### config.mk
export PLATFORM = sky130hd
export DESIGN_NAME = stopwatch_action_ctrl_flat
export DESIGN_NICKNAME = d
export VERILOG_FILES = /design/src/rtl/stopwatch_action_ctrl_if.sv /design/src/rtl/stopwatch_action_ctrl.sv /design/src/flat_wrapper.sv
export SDC_FILE = /design/constraint.sdc
export NUM_CORES = 1
export LEC_CHECK = 0
export ABC_AREA = 1
export BUFFER_PORTS_ARGS = -buffer_cell sky130_fd_sc_hd__buf_2
export CAP_MARGIN = 20
export CORE_UTILIZATION = 55
export CTS_CLUSTER_DIAMETER = 30
export CTS_CLUSTER_SIZE = 25
export DETAILED_ROUTE_END_ITERATION = 16
export MAX_ROUTING_LAYER = met4
export PLACE_DENSITY = 0.76
export SKIP_CTS_REPAIR_TIMING = 1
export SLEW_MARGIN = 5
export SYNTH_ARGS = -nofsm -noshare
export SYNTH_HDL_FRONTEND = slang
export SYNTH_SLANG_ARGS = --single-unit
### constraint.sdc
create_clock -name clk -period 1.7 [get_ports clk]
set_input_delay 0.425 -clock clk [delete_from_list [all_inputs] [get_ports clk]]
set_output_delay 0.425 -clock clk [all_outputs]
set_load 0.01 [all_outputs]
### src/rtl/stopwatch_action_ctrl_if.sv
// Button/status bundle between the board push buttons and the stopwatch
// action controller. The master side is the board (drives raw active-low
// buttons, observes status); the slave side is the controller.
interface stopwatch_action_ctrl_if;
  logic       btn_clear;
  logic       btn_start_pause;
  logic       btn_hold;
  logic       running;
  logic       clk_work;
  logic       display;
  logic       clear_pulse;
  logic [1:0] state;

  modport master (
    output btn_clear,
    output btn_start_pause,
    output btn_hold,
    input  running,
    input  clk_work,
    input  display,
    input  clear_pulse,
    input  state
  );

  modport slave (
    input  btn_clear,
    input  btn_start_pause,
    input  btn_hold,
    output running,
    output clk_work,
    output display,
    output clear_pulse,
    output state
  );
endinterface

### src/rtl/stopwatch_action_ctrl.sv
// Stopwatch action controller: synchronises and debounces three raw
// active-low buttons, turns debounced presses into one-cycle events and
// drives a three-state watch FSM (IDLE/RUN/PAUSE) plus a display-freeze flag.
// Optional macro STOPWATCH_LONG_PRESS_CLEAR_EN: a long hold of start/pause
// issues a clear instead, and a short start/pause acts on release.
module stopwatch_action_ctrl #(
  parameter int DEBOUNCE_CYCLES   = 500000,
  parameter int DB_W              = 20,
  parameter int LONG_PRESS_CYCLES = 100000000,
  parameter int LP_W              = 27
) (
  input  logic                   clk,
  input  logic                   reset,
  stopwatch_action_ctrl_if.slave bus
);

  // Button lane indices used throughout.
  localparam int BTN_CLEAR = 0;
  localparam int BTN_SP    = 1;
  localparam int BTN_HOLD  = 2;
  localparam int NUM_BTN   = 3;

  localparam logic [DB_W-1:0] DB_LAST = DB_W'(DEBOUNCE_CYCLES - 1);

  typedef enum logic [1:0] {
    ST_IDLE  = 2'b00,
    ST_RUN   = 2'b01,
    ST_PAUSE = 2'b10
  } state_t;

  // Counter widths must hold their terminal counts; catch bad overrides early.
  if (DEBOUNCE_CYCLES < 1 || (64'(1) << DB_W) <= 64'(DEBOUNCE_CYCLES)) begin : g_bad_db_w
    $error("DB_W cannot hold DEBOUNCE_CYCLES");
  end
  if (LONG_PRESS_CYCLES < 1 || (64'(1) << LP_W) <= 64'(LONG_PRESS_CYCLES)) begin : g_bad_lp_w
    $error("LP_W cannot hold LONG_PRESS_CYCLES");
  end

  logic [NUM_BTN-1:0] btn_raw;
  logic [NUM_BTN-1:0] db_level;   // debounced level, 1 = released
  logic [NUM_BTN-1:0] db_prev;    // debounced level one cycle earlier
  logic [NUM_BTN-1:0] press_evt;  // one-cycle pulse on debounced 1->0

  assign btn_raw[BTN_CLEAR] = bus.btn_clear;
  assign btn_raw[BTN_SP]    = bus.btn_start_pause;
  assign btn_raw[BTN_HOLD]  = bus.btn_hold;

  // One identical synchroniser + debouncer + press detector per button.
  for (genvar gi = 0; gi < NUM_BTN; gi++) begin : g_btn
    logic            sync1_reg;
    logic            sync2_reg;
    logic            db_reg;
    logic            db_d_reg;
    logic            press_reg;
    logic [DB_W-1:0] cnt_reg;

    // Two-flop synchroniser, debounce counter and registered press edge.
    always_ff @(posedge clk) begin
      if (!reset) begin
        sync1_reg <= 1'b1;
        sync2_reg <= 1'b1;
        db_reg    <= 1'b1;
        db_d_reg  <= 1'b1;
        press_reg <= 1'b0;
        cnt_reg   <= '0;
      end else begin
        sync1_reg <= btn_raw[gi];
        sync2_reg <= sync1_reg;
        db_d_reg  <= db_reg;
        press_reg <= db_d_reg & ~db_reg;
        if (sync2_reg == db_reg) begin
          // Levels agree: any partial count was a glitch, forget it.
          cnt_reg <= '0;
        end else if (cnt_reg == DB_LAST) begin
          // Differed for DEBOUNCE_CYCLES consecutive samples: accept.
          db_reg  <= sync2_reg;
          cnt_reg <= '0;
        end else begin
          cnt_reg <= cnt_reg + DB_W'(1);
        end
      end
    end

    assign db_level[gi]  = db_reg;
    assign db_prev[gi]   = db_d_reg;
    assign press_evt[gi] = press_reg;
  end

  logic clr_evt;
  logic sp_evt;
  logic hold_evt;

  assign hold_evt = press_evt[BTN_HOLD];

`ifdef STOPWATCH_LONG_PRESS_CLEAR_EN
  localparam logic [LP_W-1:0] LP_LAST = LP_W'(LONG_PRESS_CYCLES - 1);

  logic [LP_W-1:0] lp_cnt_reg;
  logic            lp_done_reg;
  logic            lp_sp_reg;
  logic            lp_clr_reg;

  // Time the debounced start/pause low level: a long hold becomes a clear
  // (fired once), a short hold becomes start/pause on the release edge.
  always_ff @(posedge clk) begin
    if (!reset) begin
      lp_cnt_reg  <= '0;
      lp_done_reg <= 1'b0;
      lp_sp_reg   <= 1'b0;
      lp_clr_reg  <= 1'b0;
    end else begin
      lp_sp_reg  <= 1'b0;
      lp_clr_reg <= 1'b0;
      if (!db_level[BTN_SP]) begin
        if (!lp_done_reg) begin
          if (lp_cnt_reg == LP_LAST) begin
            lp_clr_reg  <= 1'b1;
            lp_done_reg <= 1'b1;
            lp_cnt_reg  <= '0;
          end else begin
            lp_cnt_reg <= lp_cnt_reg + LP_W'(1);
          end
        end
      end else begin
        // Debounced release edge: short press acts now, long press is spent.
        if (!db_prev[BTN_SP] && !lp_done_reg) begin
          lp_sp_reg <= 1'b1;
        end
        lp_cnt_reg  <= '0;
        lp_done_reg <= 1'b0;
      end
    end
  end

  assign clr_evt = press_evt[BTN_CLEAR] | lp_clr_reg;
  assign sp_evt  = lp_sp_reg;
`else
  assign clr_evt = press_evt[BTN_CLEAR];
  assign sp_evt  = press_evt[BTN_SP];
`endif

  state_t state_reg;
  logic   running_reg;
  logic   display_reg;
  logic   clear_pulse_reg;

  // Watch FSM with registered outputs; clear > start_pause > hold, and the
  // losers of a same-cycle collision are dropped.
  always_ff @(posedge clk) begin
    if (!reset) begin
      state_reg       <= ST_IDLE;
      running_reg     <= 1'b0;
      display_reg     <= 1'b1;
      clear_pulse_reg <= 1'b0;
    end else begin
      clear_pulse_reg <= 1'b0;
      if (clr_evt) begin
        state_reg       <= ST_IDLE;
        running_reg     <= 1'b0;
        display_reg     <= 1'b1;
        clear_pulse_reg <= 1'b1;
      end else if (sp_evt) begin
        case (state_reg)
          ST_RUN: begin
            state_reg   <= ST_PAUSE;
            running_reg <= 1'b0;
          end
          default: begin
            state_reg   <= ST_RUN;
            running_reg <= 1'b1;
          end
        endcase
      end else if (hold_evt && state_reg != ST_IDLE) begin
        display_reg <= ~display_reg;
      end
    end
  end

  assign bus.state       = state_reg;
  assign bus.running     = running_reg;
  assign bus.clk_work    = running_reg;
  assign bus.display     = display_reg;
  assign bus.clear_pulse = clear_pulse_reg;

endmodule

### src/flat_wrapper.sv
// flat-port wrapper written by rule: the top's interface ports become plain ports
module stopwatch_action_ctrl_flat 
#(
  parameter int DEBOUNCE_CYCLES   = 500000,
  parameter int DB_W              = 20,
  parameter int LONG_PRESS_CYCLES = 100000000,
  parameter int LP_W              = 27
)
  (clk, reset, bus_btn_clear, bus_btn_start_pause, bus_btn_hold, bus_running, bus_clk_work, bus_display, bus_clear_pulse, bus_state);
  stopwatch_action_ctrl_if bus_i ();
  input  logic clk;
  input  logic reset;
  input wire logic [$bits(bus_i.btn_clear)-1:0] bus_btn_clear;
  input wire logic [$bits(bus_i.btn_start_pause)-1:0] bus_btn_start_pause;
  input wire logic [$bits(bus_i.btn_hold)-1:0] bus_btn_hold;
  output wire logic [$bits(bus_i.running)-1:0] bus_running;
  output wire logic [$bits(bus_i.clk_work)-1:0] bus_clk_work;
  output wire logic [$bits(bus_i.display)-1:0] bus_display;
  output wire logic [$bits(bus_i.clear_pulse)-1:0] bus_clear_pulse;
  output wire logic [$bits(bus_i.state)-1:0] bus_state;
  assign bus_i.btn_clear = bus_btn_clear;
  assign bus_i.btn_start_pause = bus_btn_start_pause;
  assign bus_i.btn_hold = bus_btn_hold;
  assign bus_running = bus_i.running;
  assign bus_clk_work = bus_i.clk_work;
  assign bus_display = bus_i.display;
  assign bus_clear_pulse = bus_i.clear_pulse;
  assign bus_state = bus_i.state;
  stopwatch_action_ctrl #(.DEBOUNCE_CYCLES(DEBOUNCE_CYCLES), .DB_W(DB_W), .LONG_PRESS_CYCLES(LONG_PRESS_CYCLES), .LP_W(LP_W)) u_core (.clk(clk), .reset(reset), .bus(bus_i));
endmodule
==> impl_metrics.csv <==
group,metric,value,unit
floorplan,die_w,85.4,um
finish,n_antenna_cell,0,
hold_path,hold_path_end,"u_core.g_btn[0].sync1_reg$_SDFF_PN1_",
logic_synthesis,syn_area,3820,sq um
setup_path,crit_path_end_kind,"flop",
setup_path,cpMostUsedCell,"nand3_2",
timing,fin_crit_sh,91.4,%
floorplan,ios,11,
logic_synthesis,synth_cell_types,34,
power_and_ir_drop,comb_power_share,1.3,%
drt,post_drt_wl_per_cell,11.2,um
drt,dr.pass1.iters,4,
finish,fin_nets,570,
logic_synthesis,yosys.area_share.adder,0.981,%
cts,clk_latency,350,ps
finish,finish.utilization,61.7,%
logic_synthesis,netlist.area_leader.share,41.3,%
floorplan,fp.coreArea,6760,sq um
placed_design,io_buffer_count,10,
hold_path,hold_class,"input port to flop",
logic_synthesis,synth_common_cells,"nand2_1, nor2_1, dfxtp_1",
power_and_ir_drop,p_per_area,809,nW/um^2
timing,setup_viol,0,
hold_path,hold_depth,2,
logic_synthesis,synthCells,544,
setup_path,worst_setup_path_start_kind,"flop",
drt,ant_nets,0,
power_and_ir_drop,p_switching,0.792,mW
power_and_ir_drop,max-vdd-ir-drop,0.000510,V
logic_synthesis,synth_mux_area_share,0,%
logic_synthesis,synth_most_common_cell,"nand2_1",
drt,vias,3305,
power_and_ir_drop,p_seq_share,55.2,%
cts,tritoncts.num_buffers,9,
floorplan,dieArea,7290,sq um
power_and_ir_drop,power.internal,2.58,mW
finish,fill_cells,610,
setup_path,path_cells,"ha_1 -> nand3_2 -> nor2_2 -> nand3_2 -> nand2_8 -> a21oi_1",
timing,fin_skew,11.2,ps
global_routing,grt_util_all_layers,22.7,%
timing,slew_headroom,73.7,%
logic_synthesis,synth_edf_count,0,
hold_path,holdCritStartpoint,"bus_btn_clear",
timing,finalSetupTns,0,ps
logic_synthesis,postSynthAreaPerCell,7.03,sq um
logic_synthesis,ys.flop_type,"dfxtp_1",
drt,wl,7260,um
placed_design,dp.cells,631,
cts,htree_levels,3,
run,maxCapViolCount,0,
timing,max_freq,644,MHz
timing,report.final.slew_viol_count,0,
timing,worst_pin_slew,394,ps
placed_design,gp_congestion,0.880,
logic_synthesis,synth_area_leaders,"dfxtp_1, nand2_1, nor2_1",
setup_path,critPathSlowestCell,"dfxtp_1",
logic_synthesis,synthSimpleGateAreaFrac,38.7,%
setup_path,timing.rr.start,"u_core.g_btn[0].cnt_reg[0]$_SDFF_PP0_",
finish,stdcell_count,647,
global_routing,grt_max_degree,19,
logic_synthesis,synth_compound_area_share,6.28,%
logic_synthesis,yosysSeqAreaShare,41.3,%
timing,period_needed,1550,ps
global_routing,grt_pass1_vias,2982,
setup_path,rrSetupSlack,150,ps
power_and_ir_drop,cellLeakagePower,1.39,nW
global_routing,grt_overflow,0,
cts,clk_pin_slew_worst_paths,90,ps
timing,fin_ws,147,ps
logic_synthesis,synth_xor_area_share,5.04,%
timing,rsz0062_at_grt,"false",
global_routing,grt_first_pass_wirelength,12900,um
setup_path,r2r_cells,6,
setup_path,worstPathRequired,1940,ps
drt,viasPerCell,5.11,
cts,cts_tree,"yes",
logic_synthesis,ys_warn_count,0,
logic_synthesis,syn-num-nets,552,
cts,clockRootBuffer,"clkbuf_8",
finish,syn2layout_area_growth,9.06,%
setup_path,worst-path-max-fanout,18,
logic_synthesis,yosys.area.top_type,"dfxtp_1",
status,status,"completed",
floorplan,std_cell_rows,30,
setup_path,cp.arrival,1800,ps
logic_synthesis,ys_async_sr_fraction,0,%
placed_design,hpwlAfterDp,5310,um
drt,drtIter0Drc,130,
floorplan,fp.dieH,85.4,um
global_routing,antenna_found_initial,0,
timing,hold_viol,0,
logic_synthesis,synth_seq_cells,79,
logic_synthesis,synth_top_family_by_area,"simple AND/OR/NAND/NOR gates",
cts,clock_path_buffers,2,
finish,layout-drive-gt1-share,13.4,%
setup_path,r2r-end,"u_core.g_btn[0].cnt_reg[7]$_SDFF_PP0_",
placed_design,dpl-instance-area,3950,sq um
finish,largest_register_ff_count,60,
power_and_ir_drop,clkPwrFrac,43.5,%
cts,cts.sinks,79,
drt,drc,0,
setup_path,slowest_delay,380,ps
finish,fin_area,4170,sq um
placed_design,place_ws,145,ps
setup_path,crit_type,"flop to flop",
floorplan,start_util,56.6,%
power_and_ir_drop,netSwitchingFraction,23.5,%
-- kinds of logic after synthesis --
family / Yosys count
simple gates: 329
flops: 79
buf+inv: 69
compound gates: 42
xor+xnor: 22
fa+ha+maj: 3
-- per-layer routing --
metal	global-route usage, %	vias up	share of wire, %
met5	-	-	0
met4	5.30	0	0.99
met3	6.13	7	3.5
met2	37.2	45	48
met1	27.9	1510	48
li1	-	1743	-
-- cell type report --
| cell class | count | area [sq um] | share of cell area, % |
|---|---|---|---|
| well taps | 80 | 100 | 2.40 |
| inverters | 63 | 236 | 5.67 |
| clock inverters | 7 | 85.1 | 2.04 |
| repair buffers | 13 | 85.1 | 2.04 |
| flip-flops and latches | 79 | 1580 | 37.9 |
| clock buffers | 9 | 124 | 2.97 |
| multi-input cells | 396 | 1960 | 47.0 |
-- per-stage QoR --
step | power (mW) | hold WS, ps
after floorplan | 1.94 | 392
after CTS | 3.42 | 234
after global placement | 1.95 | 394
final | 3.38 | 252
after detailed placement | 1.95 | 400
after global routing | 3.51 | 239
-- power groups by stage --
stage	sequential (mW)	combinational (mW)	clock (mW)
finish	1.86	0.0438	1.47
global route	1.86	0.0500	1.59
CTS	1.86	0.0435	1.51
detailed placement	1.91	0.0431	0
global placement	1.91	0.0425	0
floorplan	1.90	0.0315	0
-- placed cells by master (no fill, tap or decap), drive strengths merged --
| master | netlist | routed |
|---|---|---|
| a211oi | 1 | 1 |
| a21oi | 27 | 27 |
| and2 | 1 | 1 |
| buf | 5 | 13 |
| bufinv | 0 | 1 |
| clkbuf | 1 | 9 |
| clkinv | 0 | 2 |
| dfxtp | 79 | 79 |
| ha | 3 | 3 |
| inv | 63 | 67 |
| nand2 | 133 | 133 |
| nand3 | 40 | 40 |
| nand3b | 1 | 1 |
| nand4 | 12 | 12 |
| nor2 | 124 | 124 |
| nor3 | 5 | 5 |
| o211ai | 1 | 1 |
| o21a | 1 | 1 |
| o21ai | 9 | 9 |
| o21bai | 3 | 3 |
| or2 | 13 | 13 |
| xnor2 | 7 | 7 |
| xor2 | 15 | 15 |
-- worst max-delay path: cells and delay by family, from the launching register on --
kind                     cells  cell delay, ps
adder cells (fa/ha/maj)      1             270
AND/OR/NAND/NOR              4             730
flip-flops                   1             380
AO/OA/AOI/OAI                1              70
-- worst max path at each step --
stage / startpoint / end / cells after the start
5_1_grt: u_core.g_btn[1].cnt_reg[0]$_SDFF_PP0_ / u_core.g_btn[1].cnt_reg[3]$_SDFF_PP0_ / 6
2_1_floorplan: u_core.g_btn[2].cnt_reg[0]$_SDFF_PP0_ / u_core.g_btn[2].cnt_reg[10]$_SDFF_PP0_ / 7
4_1_cts: u_core.g_btn[0].cnt_reg[0]$_SDFF_PP0_ / u_core.g_btn[0].cnt_reg[7]$_SDFF_PP0_ / 6
3_5_place_dp: u_core.g_btn[2].cnt_reg[0]$_SDFF_PP0_ / u_core.g_btn[2].cnt_reg[18]$_SDFF_PP0_ / 8
3_3_place_gp: u_core.g_btn[2].cnt_reg[0]$_SDFF_PP0_ / u_core.g_btn[2].cnt_reg[18]$_SDFF_PP0_ / 8
6_report: u_core.g_btn[0].cnt_reg[0]$_SDFF_PP0_ / u_core.g_btn[0].cnt_reg[7]$_SDFF_PP0_ / 6
No activity file was read; power rests on OpenSTA's default activity.
